`src/rtl/reg_file_pkg.sv`:
```
// Shared types and constants for the parametrised register file.
// Optional same-cycle read bypass is enabled with RF_BYPASS_EN.
package reg_file_pkg;

  typedef enum logic {
    CLEAR = 1'b0,
    READY = 1'b1
  } rf_state_t;

  localparam int ZERO_REG = 0;
  localparam int FLAG_REG = 1;

endpackage

```
`src/rtl/reg_file_clr_seq.sv`:
```
// Clear sequencer: walks every entry to zero after reset,
// then holds READY until reset is sampled again.
module reg_file_clr_seq
  import reg_file_pkg::*;
#(
  parameter int AW = 3
) (
  input  logic          clk,
  input  logic          reset,
  output logic          busy,
  output logic          clr_we,
  output logic [AW-1:0] clr_addr
);

  localparam logic [AW-1:0] LAST = {AW{1'b1}};

  rf_state_t     state;
  logic [AW-1:0] ptr;

  always_ff @(posedge clk) begin
    if (reset) begin
      state <= CLEAR;
      ptr   <= '0;
    end else begin
      unique case (state)
        CLEAR: begin
          ptr <= ptr + 1'b1;
          if (ptr == LAST) begin
            state <= READY;
          end
        end
        READY: begin
          ptr <= ptr;
        end
        default: begin
          state <= CLEAR;
          ptr   <= '0;
        end
      endcase
    end
  end

  assign busy     = (state == CLEAR);
  assign clr_we   = busy && !reset;
  assign clr_addr = ptr;

endmodule

```
`src/rtl/reg_file_param.sv`:
```
// Register file: two combinational reads, one write port, a flag
// write path into entry 1; RF_BYPASS_EN adds same-cycle read bypass.
module reg_file_param
  import reg_file_pkg::*;
#(
  parameter int DW = 8,
  parameter int AW = 3,
  parameter int FW = 1
) (
  input  logic          clk,
  input  logic          reset,
  input  logic          wr_en,
  input  logic [AW-1:0] wr_addr,
  input  logic [DW-1:0] dat_in,
  input  logic          flag_en,
  input  logic [FW-1:0] flag,
  input  logic [AW-1:0] rd_addrA,
  input  logic [AW-1:0] rd_addrB,
  output logic [DW-1:0] datA_out,
  output logic [DW-1:0] datB_out,
  output logic          busy,
  output logic          wr_err
);

  localparam int DEPTH = 2 ** AW;
  localparam logic [AW-1:0] ZADDR = AW'(ZERO_REG);
  localparam logic [AW-1:0] FADDR = AW'(FLAG_REG);

  logic [DW-1:0] core [DEPTH];
  logic          clr_we;
  logic [AW-1:0] clr_addr;
  logic          live;
  logic          flag_we;
  logic          gen_we;
  logic [DW-1:0] flag_ext;

  reg_file_clr_seq #(
    .AW(AW)
  ) u_clr (
    .clk     (clk),
    .reset   (reset),
    .busy    (busy),
    .clr_we  (clr_we),
    .clr_addr(clr_addr)
  );

  assign live     = !busy && !reset;
  assign flag_ext = DW'(flag);
  assign flag_we  = live && flag_en;
  assign gen_we   = live && wr_en && !flag_en
                 && (wr_addr != ZADDR)
                 && (wr_addr != FADDR);

  always_ff @(posedge clk) begin
    if (clr_we) begin
      core[clr_addr] <= '0;
    end else if (flag_we) begin
      core[FLAG_REG] <= flag_ext;
    end else if (gen_we) begin
      core[wr_addr] <= dat_in;
    end
  end

  always_ff @(posedge clk) begin
    if (reset) begin
      wr_err <= 1'b0;
    end else begin
      wr_err <= wr_en && !gen_we;
    end
  end

  function automatic logic [DW-1:0] rd_port(
    input logic [AW-1:0] a
  );
    logic [DW-1:0] v;
    v = core[a];
`ifdef RF_BYPASS_EN
    if (flag_we && a == FADDR) begin
      v = flag_ext;
    end else if (gen_we && a == wr_addr) begin
      v = dat_in;
    end
`endif
    if (busy || a == ZADDR) begin
      v = '0;
    end
    return v;
  endfunction

  always_comb begin
    datA_out = rd_port(rd_addrA);
    datB_out = rd_port(rd_addrB);
  end

endmodule

```
`config.mk`:
```
export PLATFORM = sky130hd
export DESIGN_NAME = reg_file_param
export DESIGN_NICKNAME = d
export VERILOG_FILES = /design/src/rtl/reg_file_pkg.sv /design/src/rtl/reg_file_clr_seq.sv /design/src/rtl/reg_file_param.sv
export SDC_FILE = /design/constraint.sdc
export NUM_CORES = 1
export LEC_CHECK = 0
export BUFFER_PORTS_ARGS = -buffer_cell sky130_fd_sc_hd__buf_2
export CORE_ASPECT_RATIO = 1.75
export CORE_MARGIN = 5
export CORE_UTILIZATION = 36
export DETAILED_ROUTE_END_ITERATION = 12
export SKIP_CTS_REPAIR_TIMING = 1
export SYNTH_ARGS = -nofsm -noshare
export SYNTH_HDL_FRONTEND = slang
export SYNTH_SLANG_ARGS = --single-unit
```
`constraint.sdc`:
```
create_clock -name clk -period 1.85 [get_ports clk]
set_input_delay 0.2775 -clock clk [delete_from_list [all_inputs] [get_ports clk]]
set_output_delay 0.2775 -clock clk [all_outputs]
set_load 0.01 [all_outputs]
```
# After elaboration in Yosys (flattened, before gate mapping)
# Memory sizes are Yosys's and may differ from the RTL's.
# Cells that the tools add are included.
classes:
  add_sub_neg: 1
  n_eq_ne: 2
  n_bitwise: 1
  mux: 20
  n_reduce_logical: 18
ops:
  columns: ["op", "n"]
  rows:
  - ["$mux 8", 4]
  - ["$reduce_or 8->1", 2]
  - ["$mux 1", 13]
  - ["$mux 3", 3]
  - ["$logic_and 1x1->1", 8]
  - ["$logic_not 3->1", 2]
  - ["$add 3x1->3 const B", 1]
  - ["$eq 3x3->1 const B", 1]
  - ["$logic_not 1->1", 3]
  - ["$ne 3x1->1 const B", 1]
  - ["$reduce_bool 3->1", 1]
  - ["$logic_or 1x1->1", 2]
  - ["$not 1->1", 1]
word_totals:
  register_bits: 5
  ram_bits: 64
  word_cells: 46
  mem_count: 1
  out_inout_bits: 18
memory_table:
  columns: ["memory", "depth", "word_bits", "read_ports", "rd_ports_with_merged_regs", "write_ports", "line", "text"]
  rows:
  - ["core", 8, 8, 2, 0, 1, "reg_file_param.sv:29", "logic [DW-1:0] core [DEPTH];"]

# Longest topological paths before layout
depth:
  ltp_word: 12
  depth_mapped: 5
  ltp_nobuf: 4

# Cells and area by module
# From an unflattened synthesis, not the netlist that was laid out.
hier_totals:
  hier_cells: 209
  hier_area_um2: 3452.1
by_module_without_submodules:
  columns: ["module", "seq_area_each_um2", "area_per_inst_um2", "instances", "cells_each"]
  rows:
  - ["reg_file_param", 1941.9, 3280.6, 1, 192]
  - ["reg_file_clr_seq", 80.1, 171.4, 1, 17]

# Worst setup path after synthesis
# OpenSTA, ideal clock, no wires.
synth_path:
  kind: "input-to-reg"
  start: "in reset"
  end: "mem core[2][0], enable pin"
  stages: 3
  setup_ps: 388
  t_required_ps: 1462
  arrival_ps: 1521
  setup_slack_ps: -59
  cell_sequence: "buf_4 or3_1 o32ai_1"
synth_between:
  elab_chain_cells: 12
  elab_cells_between_ends: 23
  cone_classes: "mux: 13; reduce/logical: 10"
synth_lines:
  columns: ["item", "line", "text"]
  rows:
  - ["start: declaration", "reg_file_param.sv:11", "input logic reset,"]
  - ["$logic_not 1->1 *", "reg_file_clr_seq.sv:44, reg_file_param.sv:47", null]
  - ["$logic_and 1x1->1", "reg_file_param.sv:47", "assign live = !busy && !reset;"]
  - ["$logic_and 1x1->1 (2 in series)", "reg_file_param.sv:50", "assign gen_we = live && wr_en && !flag_en"]
  - ["$logic_and 1x1->1", "reg_file_param.sv:51", "&& (wr_addr != ZADDR)"]
  - ["$logic_and 1x1->1", "reg_file_param.sv:52", "&& (wr_addr != FADDR);"]
  - ["$mux 1", "reg_file_param.sv:59", "end else if (gen_we) begin"]
  - ["$mux 1", "reg_file_param.sv:57", "end else if (flag_we) begin"]
  - ["$mux 1", "reg_file_param.sv:55", "if (clr_we) begin"]
  - ["$mux 1 (not written as such)", "reg_file_param.sv:60", "core[wr_addr] <= dat_in;"]
  - ["$reduce_or 8->1 (no line)", null, null]
  - ["$mux 3 (no line) or $mux 1 (tied branches)", null, null]
  - ["end: declaration", "reg_file_param.sv:29", null]
# Mark *: on every way between the ends. The rest lies on a longest branch, timed or not.

==> reports/metrics.cfg <==
[timing]
skew_ps = 4.71
hold_viol_final = 0
fin_crit_ps = 1830
rsz0062_at_grt = yes
worst_pin_slew_ps = 694
relSlewSlack_pct = 53.6
setup_violations = 0
fmax_ghz = 0.545
slew_viol_final = 0
fin_crit_sh_pct = 99.2

[status]
status = completed

[logic_synthesis]
synth-seq-cells = 69
synthAdderAreaFrac_pct = 0.706
yosys.area_share.simple_pct = 8.51
ys_seq_area_share_pct = 57.1
yosys_warnings = 0
synth_xor_area_share_pct = 0.247
netlist_area_um2 = 3540
synth_fp_nets = 277
synth_top_family_by_area = multiplexers
synth_compound_area_share_pct = 9.71
synth.avg_cell_area_um2 = 14.0
synthMuxAreaShare_pct = 19.7
synth_cells = 253
synth.distinct_cells = 41

[clocking]
clock_sinks = 69
numCtsBuffers = 9
cts_tree = built
clk_pin_slew_ps = 50
cts_buffer_depth = 2
cts-root-buf = clkbuf_16
htree_levels = 3
clk_latency_ps = 330

[worst_setup_path]
cp-start-kind = flip-flop
crit_type = flip-flop to output port
cp.arrival_ps = 1560
critical-path-max-stage-delay_ps = 480
required_ps = 1570
path_buf_inv = 1
critPathTopFamily = multiplexers
path_cells = mux4_2 > mux2i_1 > nor2_1 > buf_2
cp_slowest_cell = mux4_2
worst_setup_path_end_kind = output port
crit_fanout = 2

[floorplanning]
die-height_um = 141
std_cell_rows = 48
initial_core_util_pct = 36.4
dieArea_um2 = 12000
num_io_pins = 40
die_x_um = 85.0
core_area_um2 = 9730

[layout]
nNetsFinal = 344
syn2layout_area_growth_pct = 23.8
final_cell_mix = edfxtp_1 (64), buf_2 (39), mux2i_1 (31)
utilization_pct = 45.1
final_area_um2 = 4390
fin_cells = 450
drive_above_1_share_pct = 38.2
mostFrequentLayoutCell = edfxtp_1
final.fill_count = 914
num_antenna_cells = 0

[global_routing]
grt_remaining_overflow = 0
grt_max_degree = 25
grt_pass1_wl_um = 13600
grt_pass1_vias = 2452
track_usage_pct = 15.6
antenna_found_initial = 0

[power]
p_per_area_nw_per_um2 = 881
leakagePower_uw = 0.00163
power_uw = 3860
irDropWorstVdd_mv = 0.579

[min_path]
min_path_type = input port to flip-flop

[drt]
drt-pass1-iter-count = 4
ant_nets = 0
via_per_inst = 5.36
routed_wl_um = 9010
drt-initial-drc-count = 141
routedWlPerCell_um = 20.0
remaining_drc_errors = 0
vias = 2412

[flow_run]
maxCapViolCount = 0

[placed_design]
routabilityCongestion = 0.815
dp.cells = 433
placed_cell_area_um2 = 4040
dp_hpwl_um = 6660
port_buffers = 39

## synth_stat cells
library cell | instances | area, µm²
nand4_1 | 3 | 18.8
a211oi_1 | 1 | 7.51
edfxtp_1 | 64 | 1920
a211o_1 | 1 | 8.76
a32o_1 | 1 | 10.0
nor2_1 | 13 | 48.8
nand3_1 | 1 | 5.00
a21o_1 | 1 | 7.51
o311a_1 | 1 | 10.0
buf_4 | 2 | 15.0
xor2_1 | 1 | 8.76
buf_12 | 1 | 20.0
buf_2 | 4 | 20.0
a2bb2oi_1 | 1 | 8.76
nand2_1 | 4 | 15.0
nor2b_1 | 5 | 31.3
and2_1 | 8 | 50.1
or3_1 | 1 | 6.26
o22ai_1 | 13 | 81.3
o32ai_1 | 3 | 26.3
nand3b_1 | 3 | 22.5
clkbuf_1 | 1 | 3.75
a22o_1 | 13 | 114
dfxtp_1 | 5 | 100
and4bb_2 | 1 | 12.5
ha_1 | 2 | 25.0
mux4_1 | 1 | 26.3
nor4_1 | 1 | 6.26
buf_6 | 6 | 67.6
a21oi_1 | 3 | 15.0
a21boi_0 | 1 | 7.51
mux4_2 | 3 | 67.6
and2b_1 | 1 | 7.51
o21a_1 | 1 | 7.51
o31ai_2 | 2 | 25.0
nor3_1 | 13 | 65.1
o21ai_0 | 3 | 15.0
mux2i_1 | 31 | 310
inv_1 | 5 | 18.8
nand2b_1 | 2 | 12.5
mux2_2 | 26 | 293
## state kept, by name, summed over array words and instances, names as in the netlist
signal and flops:
core 64, u_clr.state 1, wr_err 1, u_clr.clr_addr 3
## layer usage
layer / part of all wire [%] / global-route usage [%] / up-vias
met3: 3.2 / 3.16 / 25
met5: 0 / 0 / -
met1: 37 / 15.4 / 1190
li1: - / - / 1140
met2: 57 / 29.5 / 57
met4: 3.7 / 8.67 / 0
## kinds of logic after synthesis
| group | Yosys count |
|---|---|
| adder cells (fa/ha/maj) | 2 |
| multiplexers | 61 |
| XOR/XNOR | 1 |
| flip-flops | 69 |
| AND/OR/NAND/NOR | 56 |
| buffers and inverters | 19 |
| AO/OA/AOI/OAI | 45 |
## report_power, final
| part | switching [µW] | internal (µW) | leakage [µW] |
|---|---|---|---|
| Sequential | 27.9 | 1740 | 0.000596 |
| Clock | 578 | 1170 | 0.000154 |
| Combinational | 186 | 166 | 0.000880 |
## layout make-up
class	instances	area, µm²	area share (%)
clock buffer	10	229	5.22
clock inverter	6	78.8	1.80
inverter	5	18.8	0.428
multi-input combinational	165	1400	31.9
sequential	69	2030	46.2
tap	125	156	3.57
timing repair buffer	70	478	10.9
## stage by stage
step	hold WS [ps]	setup TNS, ps	worst slack (ps)
floorplan	409	-1400	-58.5
global placement	547	0	73.7
detailed placement	544	0	38.7
CTS	194	-898	-205
global route	204	-70.5	-58.7
finish	202	0	15.1
## worst paths after layout
kind / endpoint / depth (start not counted) / slack [ps] / from
setup reg to reg: core[2][4] / 3 / 190 / u_clr.state
hold reg to reg: u_clr.clr_addr[1] / 2 / 590 / u_clr.clr_addr[1]
hold / removal: wr_err / 2 / 200 / wr_en
setup / recovery: datB_out[6] / 4 / 20 / core[7][6]
(Power assumes the default switching activity.)
